===== config.mk =====
export PLATFORM = sky130hd
export DESIGN_NAME = mc_controller
export DESIGN_NICKNAME = d
export VERILOG_FILES = /design/src/rtl/mc_controller.sv
export SDC_FILE = /design/constraint.sdc
export NUM_CORES = 1
export LEC_CHECK = 0
export CAP_MARGIN = 0
export CORE_MARGIN = 5
export CORE_UTILIZATION = 36
export DETAILED_ROUTE_END_ITERATION = 12
export GPL_TIMING_DRIVEN = 0
export PLACE_DENSITY = 0.83
export SYNTH_ARGS = -nofsm -noshare
export SYNTH_HDL_FRONTEND = slang
export SYNTH_SLANG_ARGS = --single-unit
export TNS_END_PERCENT = 20

===== constraint.sdc =====
create_clock -name clk -period 2.2 [get_ports clk]
set_input_delay 0.33 -clock clk [delete_from_list [all_inputs] [get_ports clk]]
set_output_delay 0.33 -clock clk [all_outputs]
set_load 0.02 [all_outputs]

===== src/rtl/mc_controller.sv =====
// Multicycle MIPS main control FSM with ALU decoder.
// Sequences each instruction and drives datapath muxes, write enables and the ALU function select.
module mc_controller #(
    parameter logic [5:0] OP_RTYPE = 6'b000000,
    parameter logic [5:0] OP_LW    = 6'b100011,
    parameter logic [5:0] OP_SW    = 6'b101011,
    parameter logic [5:0] OP_BEQ   = 6'b000100,
    parameter logic [5:0] OP_ADDI  = 6'b001000,
    parameter logic [5:0] OP_J     = 6'b000010
) (
    input  logic       clk,
    input  logic       reset,
    input  logic [5:0] op,
    input  logic [5:0] funct,
    input  logic       zero,
    output logic       pcen,
    output logic       memwrite,
    output logic       irwrite,
    output logic       regwrite,
    output logic       iord,
    output logic       memtoreg,
    output logic       regdst,
    output logic       alusrca,
    output logic [1:0] alusrcb,
    output logic [1:0] pcsrc,
    output logic [2:0] alucontrol
);
    typedef enum logic [3:0] {
        FETCH   = 4'd0,
        DECODE  = 4'd1,
        MEMADR  = 4'd2,
        MEMRD   = 4'd3,
        MEMWB   = 4'd4,
        MEMWR   = 4'd5,
        RTYPEEX = 4'd6,
        RTYPEWB = 4'd7,
        BEQEX   = 4'd8,
        ADDIEX  = 4'd9,
        ADDIWB  = 4'd10,
        JEX     = 4'd11
    } state_t;

    state_t state, next_state;
    logic   pcwrite, branch;

    // NOTE: sequential state uses non-blocking assignment so every flop samples pre-edge values.
    always_ff @(posedge clk) begin
        if (reset) state <= FETCH;
        else       state <= next_state;
    end

    // NOTE: next_state gets a default before the case so no path leaves it unassigned (no latch).
    always_comb begin
        next_state = FETCH;
        case (state)
            FETCH:   next_state = DECODE;
            DECODE: begin
                if (op == OP_LW || op == OP_SW) next_state = MEMADR;
                else if (op == OP_RTYPE)        next_state = RTYPEEX;
                else if (op == OP_BEQ)          next_state = BEQEX;
                else if (op == OP_ADDI)         next_state = ADDIEX;
                else if (op == OP_J)            next_state = JEX;
                else                            next_state = FETCH;
            end
            MEMADR:  next_state = (op == OP_LW) ? MEMRD : MEMWR;
            MEMRD:   next_state = MEMWB;
            RTYPEEX: next_state = RTYPEWB;
            ADDIEX:  next_state = ADDIWB;
            default: next_state = FETCH;
        endcase
    end

    always_comb begin
        pcwrite    = 1'b0;
        branch     = 1'b0;
        memwrite   = 1'b0;
        irwrite    = 1'b0;
        regwrite   = 1'b0;
        iord       = 1'b0;
        memtoreg   = 1'b0;
        regdst     = 1'b0;
        alusrca    = 1'b0;
        alusrcb    = 2'b00;
        pcsrc      = 2'b00;
        alucontrol = 3'b010;
        if (reset) begin
            // FETCH datapath selection with every write suppressed
            alusrcb = 2'b01;
        end else begin
            case (state)
                FETCH: begin
                    alusrcb = 2'b01;
                    irwrite = 1'b1;
                    pcwrite = 1'b1;
                end
                DECODE:  alusrcb = 2'b11;
                MEMADR: begin
                    alusrca = 1'b1;
                    alusrcb = 2'b10;
                end
                MEMRD:   iord = 1'b1;
                MEMWB: begin
                    memtoreg = 1'b1;
                    regwrite = 1'b1;
                end
                MEMWR: begin
                    iord     = 1'b1;
                    memwrite = 1'b1;
                end
                RTYPEEX: begin
                    alusrca = 1'b1;
                    case (funct)
                        6'b100000: alucontrol = 3'b010;
                        6'b100010: alucontrol = 3'b110;
                        6'b100100: alucontrol = 3'b000;
                        6'b100101: alucontrol = 3'b001;
                        6'b101010: alucontrol = 3'b111;
                        default:   alucontrol = 3'b011;
                    endcase
                end
                RTYPEWB: begin
                    regdst   = 1'b1;
                    regwrite = 1'b1;
                end
                BEQEX: begin
                    alusrca    = 1'b1;
                    alucontrol = 3'b110;
                    pcsrc      = 2'b01;
                    branch     = 1'b1;
                end
                ADDIEX: begin
                    alusrca = 1'b1;
                    alusrcb = 2'b10;
                end
                ADDIWB:  regwrite = 1'b1;
                JEX: begin
                    pcsrc   = 2'b10;
                    pcwrite = 1'b1;
                end
                default: ;
            endcase
        end
        pcen = pcwrite | (branch & zero);
    end
endmodule


==> impl_metrics.tcl, run 1 <==
set metrics [dict create \
    max_cap_viol_count 0 \
    globalRouteTotalUtil 0.1483 \
    dr_total_vias 686 \
    top_regs "state x4" \
    insertion_delay_ns 0.23 \
    cellInternalPower_mw 0.1802 \
    dr.pass1.iters 4 \
    netlist_top_cells_area "dfxtp_1 (16%), nor2_1 (11%), a21oi_1 (6.0%)" \
    core_mm2 0.001301 \
    irDropWorstVdd_v 0.0002014 \
    antennaDiodeCount 0 \
    r2r-end "state[2]" \
    hold_end "state[2]" \
    hold_depth 3 \
    ys_seq_area_frac 0.1604 \
    p_per_area_mw_per_mm2 294.7 \
    syn_nets 93 \
    core.rowCount 13 \
    path_clk_slew_ns 0.04 \
    start_kind "flip-flop" \
    crit_arrival_ns 1.82 \
    regMostFlops "state" \
    p_total_mw 0.2503 \
    die_y_um 47.24 \
    sw_frac_of_total 0.2801 \
    wl_per_cell_um 12.34 \
    vias_per_cell 5.488 \
    cts_hold_buf 0 \
    syn_area_um2 499.2 \
    cts.sinks 4 \
    comb_power_share 0.354 \
    cellLeakagePower_nw 0.4087 \
    placedCellCount 122 \
    fin_nets 127 \
    cts_buffers 3 \
    cp.required_ns 1.87 \
    period_share 0.9758 \
    yosysTopAreaCellShare 0.1604 \
    grt_pass1_wl_mm 2.511 \
    top_level_ports 30 \
    tightest_slew_ns 0.3885 \
    postSynthAreaPerCell_um2 6.400 \
    cts_tree "yes" \
    slew_headroom 0.7374 \
    rsz0062_at_grt "true" \
    area_growth_pct 70.18 \
    hold_path_class "reg -> reg" \
    clock-root-buffer "clkbuf_4" \
    seqPwrFrac 0.305 \
    htree_num_levels 1 \
    portBuffers 29 \
    final.fill_count 134 \
    largest_reg_flops 4 \
    worst_slack_ns 0.05333 \
    period_minus_slack_ns 2.147 \
    cts_max_path_buffers 2 \
    ys_seq_elements 4 \
    synth_cell_types 27 \
    reg2reg_slack_ns 0.40 \
    final_util 0.6529 \
    cts_setup_buffers 0 \
    overflow 0 \
    antenna_found_initial 0 \
    criticalPathCategory "reg -> out" \
    slew_viol_final 0 \
    r2r_start "state[3]" \
    power.share.clock 0.341 \
    globalplace.congestion 0.8880 \
    instances_no_fill 125 \
    die_w_um 47.24 \
    routed_wl_mm 1.542 \
    drt_iter0_drc 10 \
    status "completed" \
    yosys.area.top_type "dfxtp_1" \
    finalClockSkew_ns 0.004723 \
    finalSetupViolCount 0 \
    crit_path_end_kind "output port" \
    die-area_mm2 0.002232 \
    drive_above_1_share 0.08182 \
    hp-start "state[1]" \
    start_util 0.3837 \
    worstPathMaxFanout 10 \
    p_sw_mw 0.07013 \
    reg2regPathDepth 4 \
    fmax_ghz 0.4658 \
    dpl_cell_area_um2 808.3 \
    pre_cts_ws_ns -0.1385 \
    final_antenna_net_count 0 \
    post-dp-hpwl_mm 1.229 \
    grt_max_degree 11 \
    hold_viol 0 \
    drc_errors 0 \
    syn_inst 78 \
    yosys_warnings 0 \
    design_area_um2 849.6 \
    grt_pass1_vias 617 \
]
[layout make-up]
| class | instances | area, µm² | area share |
|---|---|---|---|
| Multi-Input combinational cell | 67 | 397.9 | 0.4683 |
| Timing Repair Buffer | 29 | 297.8 | 0.3505 |
| Sequential cell | 4 | 80.08 | 0.09426 |
| Buffer | 5 | 25.02 | 0.02946 |
| Clock buffer | 3 | 22.52 | 0.02651 |
| Tap cell | 15 | 18.77 | 0.02209 |
| Inverter | 2 | 7.507 | 0.008837 |
[critical path, stage by stage, from the launching register on]
cell	delay, ns
dfxtp_1	0.30
clkbuf_2	0.18
nand2b_1	0.26
or2_1	0.26
a211oi_1	0.25
dlygate4sd1_1	0.34
[placed cells by master (no fill, tap or decap)]
cell             instances
o21ai_0                  3
or3_1                    2
o21bai_1                 2
nor2_1                  14
xnor2_1                  2
nand4_1                  1
nand2b_1                 4
or2_0                    1
nor4b_1                  2
clkbuf_2                 4
or4_1                    2
buf_2                    1
dlymetal6s2s_1           7
a31oi_1                  4
nor3_1                   5
o31ai_1                  1
nand2_1                  3
dlygate4sd1_1            1
nand3_1                  2
dfxtp_1                  4
nor3b_1                  2
clkdlybuf4s50_1         14
nor4bb_1                 1
a21boi_1                 1
clkbuf_4                 3
nor3_2                   1
or4b_1                   1
dlygate4sd2_1            7
xor2_1                   1
or2_1                    2
nand4b_1                 2
a211oi_1                 2
a21oi_1                  6
inv_1                    2
[metal layers]
layer / routed length [µm] / global-route usage / vias to the layer above / share of wire
met1: 634 / 0.1775 / 311 / 0.41
met4: 0 / 0.03315 / 0 / 0
met3: 171 / 0.01533 / 0 / 0.11
li1: - / - / 350 / -
met2: 736 / 0.2781 / 25 / 0.48
met5: 0 / 0 / - / 0
[metrics by stage]
stage          setup TNS, ns  hold WS, ns
2_1_floorplan              0       0.5125
3_3_place_gp         -0.4927       0.7255
3_5_place_dp         -0.6935       0.7240
4_1_cts                    0       0.7332
5_1_grt             -0.09743       0.7755
6_report                   0       0.7346
[logic make-up after synthesis]
kind of cell | count (synthesis) | share of synthesized area
and+or+nand+nor | 45 | 0.5038
AOI/OAI and AO/OA | 19 | 0.2306
buffers and inverters | 7 | 0.05264
DFF | 4 | 0.1604
xor gates and xnor gates | 3 | 0.05264
[power groups by stage]
stage                     Combinational [mW]  Sequential, mW  Clock [mW]
final                                 0.0886          0.0764      0.0854
after global routing                  0.0980          0.0766      0.0908
after CTS                             0.0884          0.0765      0.0872
after detailed placement              0.0907          0.0775           0
after global placement                0.0884          0.0774           0
after floorplan                       0.0409          0.0771           0
[how the worst max path moves through the flow]
| stage | start | end | slack [ns] | depth (start not counted) |
|---|---|---|---|---|
| floorplan | state[0] | alusrcb[1] | 0.38 | 4 |
| global placement | reset | iord | -0.14 | 4 |
| detailed placement | reset | alusrcb[0] | -0.14 | 4 |
| CTS | reset | alusrcb[0] | 0.005 | 4 |
| global route | state[0] | alusrcb[1] | -0.1 | 5 |
| finish | state[0] | alusrcb[1] | 0.05 | 5 |
[cells in the mapped netlist, drive strengths merged]
library cell	number
a211oi	2
xnor2	2
clkbuf	5
or4b	1
dfxtp	4
or4	2
or2	3
o21ai	3
a31oi	4
inv	2
nand3	2
o31ai	1
o21bai	2
a21oi	6
nor2	14
xor2	1
nor4b	2
nor4bb	1
nand2b	4
nor3	6
nand4	1
nand4b	2
a21boi	1
or3	2
nand2	3
nor3b	2
[what timing repair did]
action / in CTS / in global routing
gates resized for setup: 13 / 11
setup endpoints to repair: 15 / 9
endpoints found under the hold margin: 0 / 0
pin swaps: 0 / 0
(Power assumes the default switching activity.)
==> run 2, diff against run 1 <==
CAP_MARGIN = 20   (was 0)
==> results of run 2 <==
No change in the layout: final DEF, timing and power equal those of run 1.
